[src/rtl/instr_fetch_queue.sv]
// instr_fetch_queue
//   Instruction-fetch front end. Owns the fetch PC, issues sequential reads to
//   instruction memory under a credit limit, carries each issued PC through a
//   MEM_LAT-deep valid/PC pipeline, writes returned words with their PC into a
//   DEPTH-entry FIFO, and presents the FIFO head to decode over valid/ready.
//   A redirect flushes the FIFO and every in-flight read, then restarts fetch
//   at the word-aligned target.
// Ports
//   CLK, RST           clock (rising edge) / synchronous active-high reset
//   mem_rd_en          read request this cycle
//   mem_raddr          read address (same as fetch_pc)
//   mem_rdata          read data, valid MEM_LAT cycles after the request edge
//   redirect_valid/pc  load new PC, flush queue and in-flight reads
//   out_valid/ready    head handshake to decode
//   out_instr/out_pc   head instruction and its PC
//   fetch_pc           next PC to be requested
//   occupancy          entries currently held in the queue
module instr_fetch_queue #(
  parameter int unsigned      XLEN     = 64,
  parameter int unsigned      ILEN     = 32,
  parameter int unsigned      DEPTH    = 4,
  parameter int unsigned      MEM_LAT  = 1,
  parameter logic [XLEN-1:0]  RESET_PC = '0,
  parameter int unsigned      PC_STEP  = 4
) (
  input  logic                     CLK,
  input  logic                     RST,
  output logic                     mem_rd_en,
  output logic [XLEN-1:0]          mem_raddr,
  input  logic [ILEN-1:0]          mem_rdata,
  input  logic                     redirect_valid,
  input  logic [XLEN-1:0]          redirect_pc,
  output logic                     out_valid,
  input  logic                     out_ready,
  output logic [ILEN-1:0]          out_instr,
  output logic [XLEN-1:0]          out_pc,
  output logic [XLEN-1:0]          fetch_pc,
  output logic [$clog2(DEPTH):0]   occupancy
);

  localparam int unsigned AW = $clog2(DEPTH);
  localparam int unsigned CW = AW + 1;
  localparam int unsigned SW = CW + 1;

  logic [XLEN-1:0]    r_pc;
  logic [MEM_LAT-1:0] r_pipe_v;
  logic [XLEN-1:0]    r_pipe_pc [MEM_LAT];
  logic [ILEN-1:0]    r_q_instr [DEPTH];
  logic [XLEN-1:0]    r_q_pc    [DEPTH];
  logic [AW-1:0]      r_wr_ptr;
  logic [AW-1:0]      r_rd_ptr;
  logic [CW-1:0]      r_count;

  logic [SW-1:0]      w_inflight;
  logic               w_credit;
  logic               w_issue;
  logic               w_push;
  logic               w_out_valid;
  logic               w_pop;
  logic [XLEN-1:0]    w_redir_pc;
  logic [1:0]         w_unused_lsbs;

  // Requests already issued but not yet returned.
  always_comb begin
    w_inflight = '0;
    for (int unsigned i = 0; i < MEM_LAT; i++) begin
      w_inflight = w_inflight + SW'(r_pipe_v[i]);
    end
  end

  // Queue entries plus outstanding reads never exceed DEPTH, so a return
  // always finds a free slot.
  assign w_credit    = (SW'(r_count) + w_inflight) < SW'(DEPTH);
  assign w_issue     = !RST && !redirect_valid && w_credit;
  assign w_push      = r_pipe_v[MEM_LAT-1] && !RST && !redirect_valid;
  assign w_out_valid = (r_count != '0) && !redirect_valid && !RST;
  assign w_pop       = w_out_valid && out_ready;

  assign w_redir_pc    = {redirect_pc[XLEN-1:2], 2'b00};
  assign w_unused_lsbs = redirect_pc[1:0];

  always_ff @(posedge CLK) begin
    if (RST) begin
      r_pc     <= RESET_PC;
      r_pipe_v <= '0;
      for (int unsigned i = 0; i < MEM_LAT; i++) begin
        r_pipe_pc[i] <= '0;
      end
      for (int unsigned i = 0; i < DEPTH; i++) begin
        r_q_instr[i] <= '0;
        r_q_pc[i]    <= '0;
      end
      r_wr_ptr <= '0;
      r_rd_ptr <= '0;
      r_count  <= '0;
    end else if (redirect_valid) begin
      // Redirect wins over issue, return and pop; late returns are dropped
      // by clearing the pipeline valid bits.
      r_pc     <= w_redir_pc;
      r_pipe_v <= '0;
      r_wr_ptr <= '0;
      r_rd_ptr <= '0;
      r_count  <= '0;
    end else begin
      if (w_issue) begin
        r_pc <= r_pc + XLEN'(PC_STEP);
      end

      r_pipe_v[0]  <= w_issue;
      r_pipe_pc[0] <= r_pc;
      for (int unsigned i = 1; i < MEM_LAT; i++) begin
        r_pipe_v[i]  <= r_pipe_v[i-1];
        r_pipe_pc[i] <= r_pipe_pc[i-1];
      end

      if (w_push) begin
        r_q_instr[r_wr_ptr] <= mem_rdata;
        r_q_pc[r_wr_ptr]    <= r_pipe_pc[MEM_LAT-1];
        r_wr_ptr            <= r_wr_ptr + AW'(1);
      end

      if (w_pop) begin
        r_rd_ptr <= r_rd_ptr + AW'(1);
      end

      case ({w_push, w_pop})
        2'b10:   r_count <= r_count + CW'(1);
        2'b01:   r_count <= r_count - CW'(1);
        default: r_count <= r_count;
      endcase
    end
  end

  assign mem_rd_en = w_issue;
  assign mem_raddr = r_pc;
  assign fetch_pc  = r_pc;
  assign out_valid = w_out_valid;
  assign out_instr = r_q_instr[r_rd_ptr];
  assign out_pc    = r_q_pc[r_rd_ptr];
  assign occupancy = r_count;

endmodule

[config.mk]
export PLATFORM = sky130hd
export DESIGN_NAME = instr_fetch_queue
export DESIGN_NICKNAME = d
export VERILOG_FILES = /design/src/rtl/instr_fetch_queue.sv
export SDC_FILE = /design/constraint.sdc
export NUM_CORES = 1
export LEC_CHECK = 0
export CORE_MARGIN = 1.5
export CORE_UTILIZATION = 59
export DETAILED_ROUTE_END_ITERATION = 12
export HOLD_SLACK_MARGIN = 0.1
export PLACE_DENSITY = 0.89
export SETUP_SLACK_MARGIN = 0.4
export SYNTH_ARGS = -nofsm -noshare
export SYNTH_HDL_FRONTEND = slang
export SYNTH_SLANG_ARGS = --single-unit
[constraint.sdc]
create_clock -name CLK -period 6.6 [get_ports CLK]
set_input_delay 0.99 -clock CLK [delete_from_list [all_inputs] [get_ports CLK]]
set_output_delay 0.99 -clock CLK [all_outputs]
set_load 0.05 [all_outputs]
Yosys cells after proc, flatten, opt, wreduce, memory -nomap -nowiden. Memory sizes are Yosys's and may differ from the RTL's. A register that Yosys moved wholly into a read port is not among the register bits. Cells that the tools add are included.

Register bits: 72. Memory bits (writable): 448. Input port bits: 100. Output and inout port bits: 229. Logic and storage cells: 58. Memories: 3.

Memory list: r_q_pc (depth 4, bits a word 64, rd ports 1, clocked after Yosys merged registers in 1, write ports 4, line 49) `logic [XLEN-1:0] r_q_pc [DEPTH];`; r_q_instr (depth 4, bits a word 32, rd ports 1, clocked after Yosys merged registers in 1, write ports 4, line 48) `logic [ILEN-1:0] r_q_instr [DEPTH];`; r_pipe_pc (depth 1, bits a word 64, rd ports 1, clocked after Yosys merged registers in 0, write ports 1, line 47) `logic [XLEN-1:0] r_pipe_pc [MEM_LAT];`.

Add/subtract/negate cells: 6. Magnitude comparators: 1. Equality and inequality tests: 2. Muxes and demuxes: 24. Reduce and logical (&&, ||, !) cells: 16.

Operators with widths (number): 2-to-1 mux 64 bit (4); OR reduction 64 bit (2); adder 64 x 3 -> 64 bit (second input constant) (1); 2-to-1 mux 32 bit (1); OR reduction 32 bit (1); 2-to-1 mux 1 bit (12); 2-to-1 mux 2 bit (6); logical AND 1 bit (7); case mux 3 bit (2 select lines) (1); adder 2 x 1 -> 2 bit (second input constant) (2); adder 3 x 1 -> 4 bit (1); less-than comparator 4 x 3 -> 1 bit (second input constant) (1); nonzero test 2 bit (2); adder 3 x 1 -> 3 bit (second input constant) (1); nonzero test 3 bit (1); subtractor 3 x 1 -> 3 bit (second input constant) (1); == test 2 x 1 -> 1 bit (second input constant) (1); == test 2 bit (second input constant) (1); logical NOT 1 bit (2); OR reduction 2 bit (1).

Logic depth before layout (Yosys ltp).
Depth after elaboration: 9. Gate-level depth with buffers: 9. Depth with buffers taken out: 8.

Least setup slack after synthesis. No wires, ideal clock.

Path type: input port to flip-flop. Start: input port RST. End: memory r_q_instr[3][0], enable pin. Library setup time: 0.458 ns. Data arrival time: 3.548 ns. Data required time: 6.142 ns. Slack: 2.594 ns. Stages on the path: 3. Buffers on the path: 2. Cell sequence: clkbuf_1 clkbuf_1 a41o_1.

RTL lines: start, declared (line 27) `input logic RST,`; end, declared (line 48).

==> summary.md <==
| Metric | Value |
|---|---|
| Die area | 0.0403 mm² |
| Peak supply drop | 0.000169 V |
| Placed cell area | around 0.026 mm² |
| CTS tree | done |
| PnR Total Power | 7.36 mW |
| Gr ovfl total | 0 |
| Most frequent cells in the layout | 438 x edfxtp_1, 337 x and2_1, 318 x clkdlybuf4s50_1 |
| Vias per cell | 6.23 |
| Routability Congestion | slightly below 0.9 |
| Crit-path max FO | between 50 and 60 |
| Critical path's top delay family | buffers and inverters |
| ANT nets after route | 0 |
| Residual DRC | 0 |
| Worst-Skew Late Latency | 0.59 ns |
| WP data arrival | 3.43 ns |
| Initial core utilization | 59.7% |
| Reg2reg end | fetch_pc[60] |
| Setup Buffers After CTS | 0 |
| Initial antenna violation count | 0 |
| Crit start category | register |
| Worst min-delay path class | reg2reg |
| Prevailing post-synth register cell | edfxtp_1 |
| Die H | 201 µm |
| Non-filler cells, final | 2428 |
| Port Buffers | 320 |
| Post-DP HPWL | 35900 µm |
| Number of fill cells | 2427 |
| Met3 Usage GRT | around 4.8% |
| Worst hold path startpoint | r_rd_ptr[1] |
| Util after Layout | a little under three quarters |
| Largest net degree at the start of global routing | 95 |
| Drt pass-1 iters | 5 |
| Worst Setup End Kind | primary output |
| Max Slew Vio Count | 0 |
| Setup TNS | 0 ns |
| Hold path cells | 2 |
| Sequential share of the synthesized area | 63.3% |
| Vias in the first global route | approximately 15000 |
| Reg clk slew, reported paths | 0.06 ns |
| Fraction of layout cells with a size suffix above 1 | 11.2% |
| Worst reg-to-reg path cell count | 5 |
| Slew Limit Headroom | 20.1% |
| #FFs+latches synth | approximately 500 |
| Area Growth Syn to Fin | 20.6% |
| 1st-iter DRT viols | around 1300 |
| RSZ-0062 raised after global routing | false |
| Worst path cell trace | buf_4, mux4_2, clkdlybuf4s50_1 |
| # setup viols final | 0 |
| Mapped Avg Cell Area | 14.0 µm² |
| # rows | about 70 |
| Root buffer cell | clkbuf_16 |
| Status | finished, final reports clean |
| CTS sink cnt | 510 |
| Synthesis warning total | 0 |
| GRT Max-Usage Layer | met2 |
| Crit Path Category | reg2out |
| Unique masters post-synth | 58 |
| Post-Route WL | a little over 60000 µm |
| Number of synthesized flops with an enable pin | 438 |
| Total CTS buffers | 50 |
| Cell Area, Synth | ~0.023 mm² |
| Final worst slack | 2.18 ns |
| Placement Setup Slack | 2.23 ns |
| Crit path buffers/inverters | 2 |
| FMAX | 226 MHz |
| Final period utilization | about two thirds |
| Design area | 0.0278 mm² |
| Ant diodes | 0 |
| CP max stage delay | 0.90 ns |
| Worst slew pin tran | 1.19 ns |
| NumNets Final | about 2000 |
| GRT met2 Usage | 51.0% |
| CTS Hold Buffers Added | 0 |
| Hold Slack | 0.529 ns |
| DIE WIDTH | 201 µm |
| GRT met1 Usage | around 39% |
| Reg2Reg Setup Slack | 3.67 ns |
| Cts repair resizes | 0 |
| Global-route usage over all layers | 30.2% |
| Gate Count Post-Synth | 1651 |
| Tmin final | 4.42 ns |
| Final hold violations | 0 |
| Power Dens Cells | 265 mW/mm² |
| DR vias | 15128 |
| Routed len/inst | ~25 µm |
| Setup Skew | 0.0105 ns |
| Critical path's slowest cell | dfxtp_4 |
| First-pass GRT wire length | 91400 µm |
| # Max-Cap Violations | 0 |
| Reg-to-Reg Start | fetch_pc[35] |
| Core area | 0.0386 mm² |
| Async SR Flop Fraction | 0% |
| Worst-case clock buffer depth | 3 |
| Leak | 10.1 nW |
| Htree depth | 2 |
| Critical Path RT | 5.61 ns |
| Post-Place Cells | 2340 |
| Most common cell after layout, fill and taps aside | edfxtp_1 |
| Num ports | 329 |
==> power by group <==
| group | total (mW) | switching (mW) | internal [mW] |
|---|---|---|---|
| clock network | 2.80 | 1.18 | 1.62 |
| registers | 3.77 | 0.124 | 3.64 |
| logic | 0.790 | 0.524 | 0.266 |
| total | 7.36 | 1.83 | 5.53 |
==> metal layers <==
metal | routed length (µm) | vias up | share of wire, %
met5 | 0 | - | 0
met4 | 2340 | 0 | 3.8
met3 | 5440 | 152 | 9.0
met2 | 30100 | 950 | 50
met1 | 22900 | 7503 | 38
li1 | - | 6523 | -
==> cells in the mapped netlist (11+ instances only) <==
library cell,n,area share [%]
and2_1,337,9.1
xnor2_1,17,0.65
nor4_1,15,0.41
clkbuf_1,89,1.4
nor3_1,17,0.37
nand3_1,25,0.54
or4_1,11,0.36
a211oi_1,17,0.55
or3_1,12,0.33
inv_1,23,0.37
mux4_2,94,9.2
nand4_1,32,0.87
o21ai_0,11,0.24
dfxtp_1,72,6.2
and3_1,103,2.8
edfxtp_1,438,57
xor2_1,17,0.65
a21oi_1,18,0.39
nor2_1,61,0.99
nand2_1,54,0.88
buf_4,68,2.2
==> cell type report <==
cell class | count | area (µm²) | area share (%)
Sequential cell | 510 | 14600 | 52.5
Timing Repair Buffer | 341 | 3360 | 12.1
Multi-Input combinational cell | 947 | 7520 | 27.1
Clock buffer | 69 | 1390 | 5.01
Tap cell | 518 | 648 | 2.33
Inverter | 24 | 90.1 | 0.324
Clock inverter | 19 | 191 | 0.688
==> registers in the layout, indices dropped and copies added, names as in the netlist, named ones only <==
signal	flops
fetch_pc	62
occupancy	3
r_pipe_pc	62
r_pipe_v	1
r_q_instr	128
r_q_pc	248
r_rd_ptr	2
r_wr_ptr	2
==> worst reg2reg max path: cells and delay by family, from the launching register on <==
kind | cells | cell delay (ns)
and+or+nand+nor | 5 | 2.12
DFF | 1 | 0.75
==> kinds of logic after synthesis <==
logic type	after synthesis	synth area share [%]
multiplexers	103	9.58
AO/OA/AOI/OAI	98	3.01
XOR/XNOR	34	1.29
other	1	0.0163
AND/OR/NAND/NOR	703	18.2
adder cells (fa/ha/maj)	3	0.195
buffers and inverters	199	4.39
flip-flops	510	63.3
==> worst max path at each step <==
| stage | endpoint | slack [ns] | depth (start not counted) |
|---|---|---|---|
| 6_report | out_pc[33] | 2.18 | 3 |
| 5_1_grt | out_pc[33] | 2.09 | 3 |
| 4_1_cts | out_pc[33] | 2.14 | 3 |
| 2_1_floorplan | r_q_instr[3][0] | 2.59 | 3 |
| 3_5_place_dp | r_q_instr[1][26] | 2.23 | 7 |
| 3_3_place_gp | r_q_instr[1][26] | 2.32 | 7 |
No activity file was read; power rests on OpenSTA's default activity.
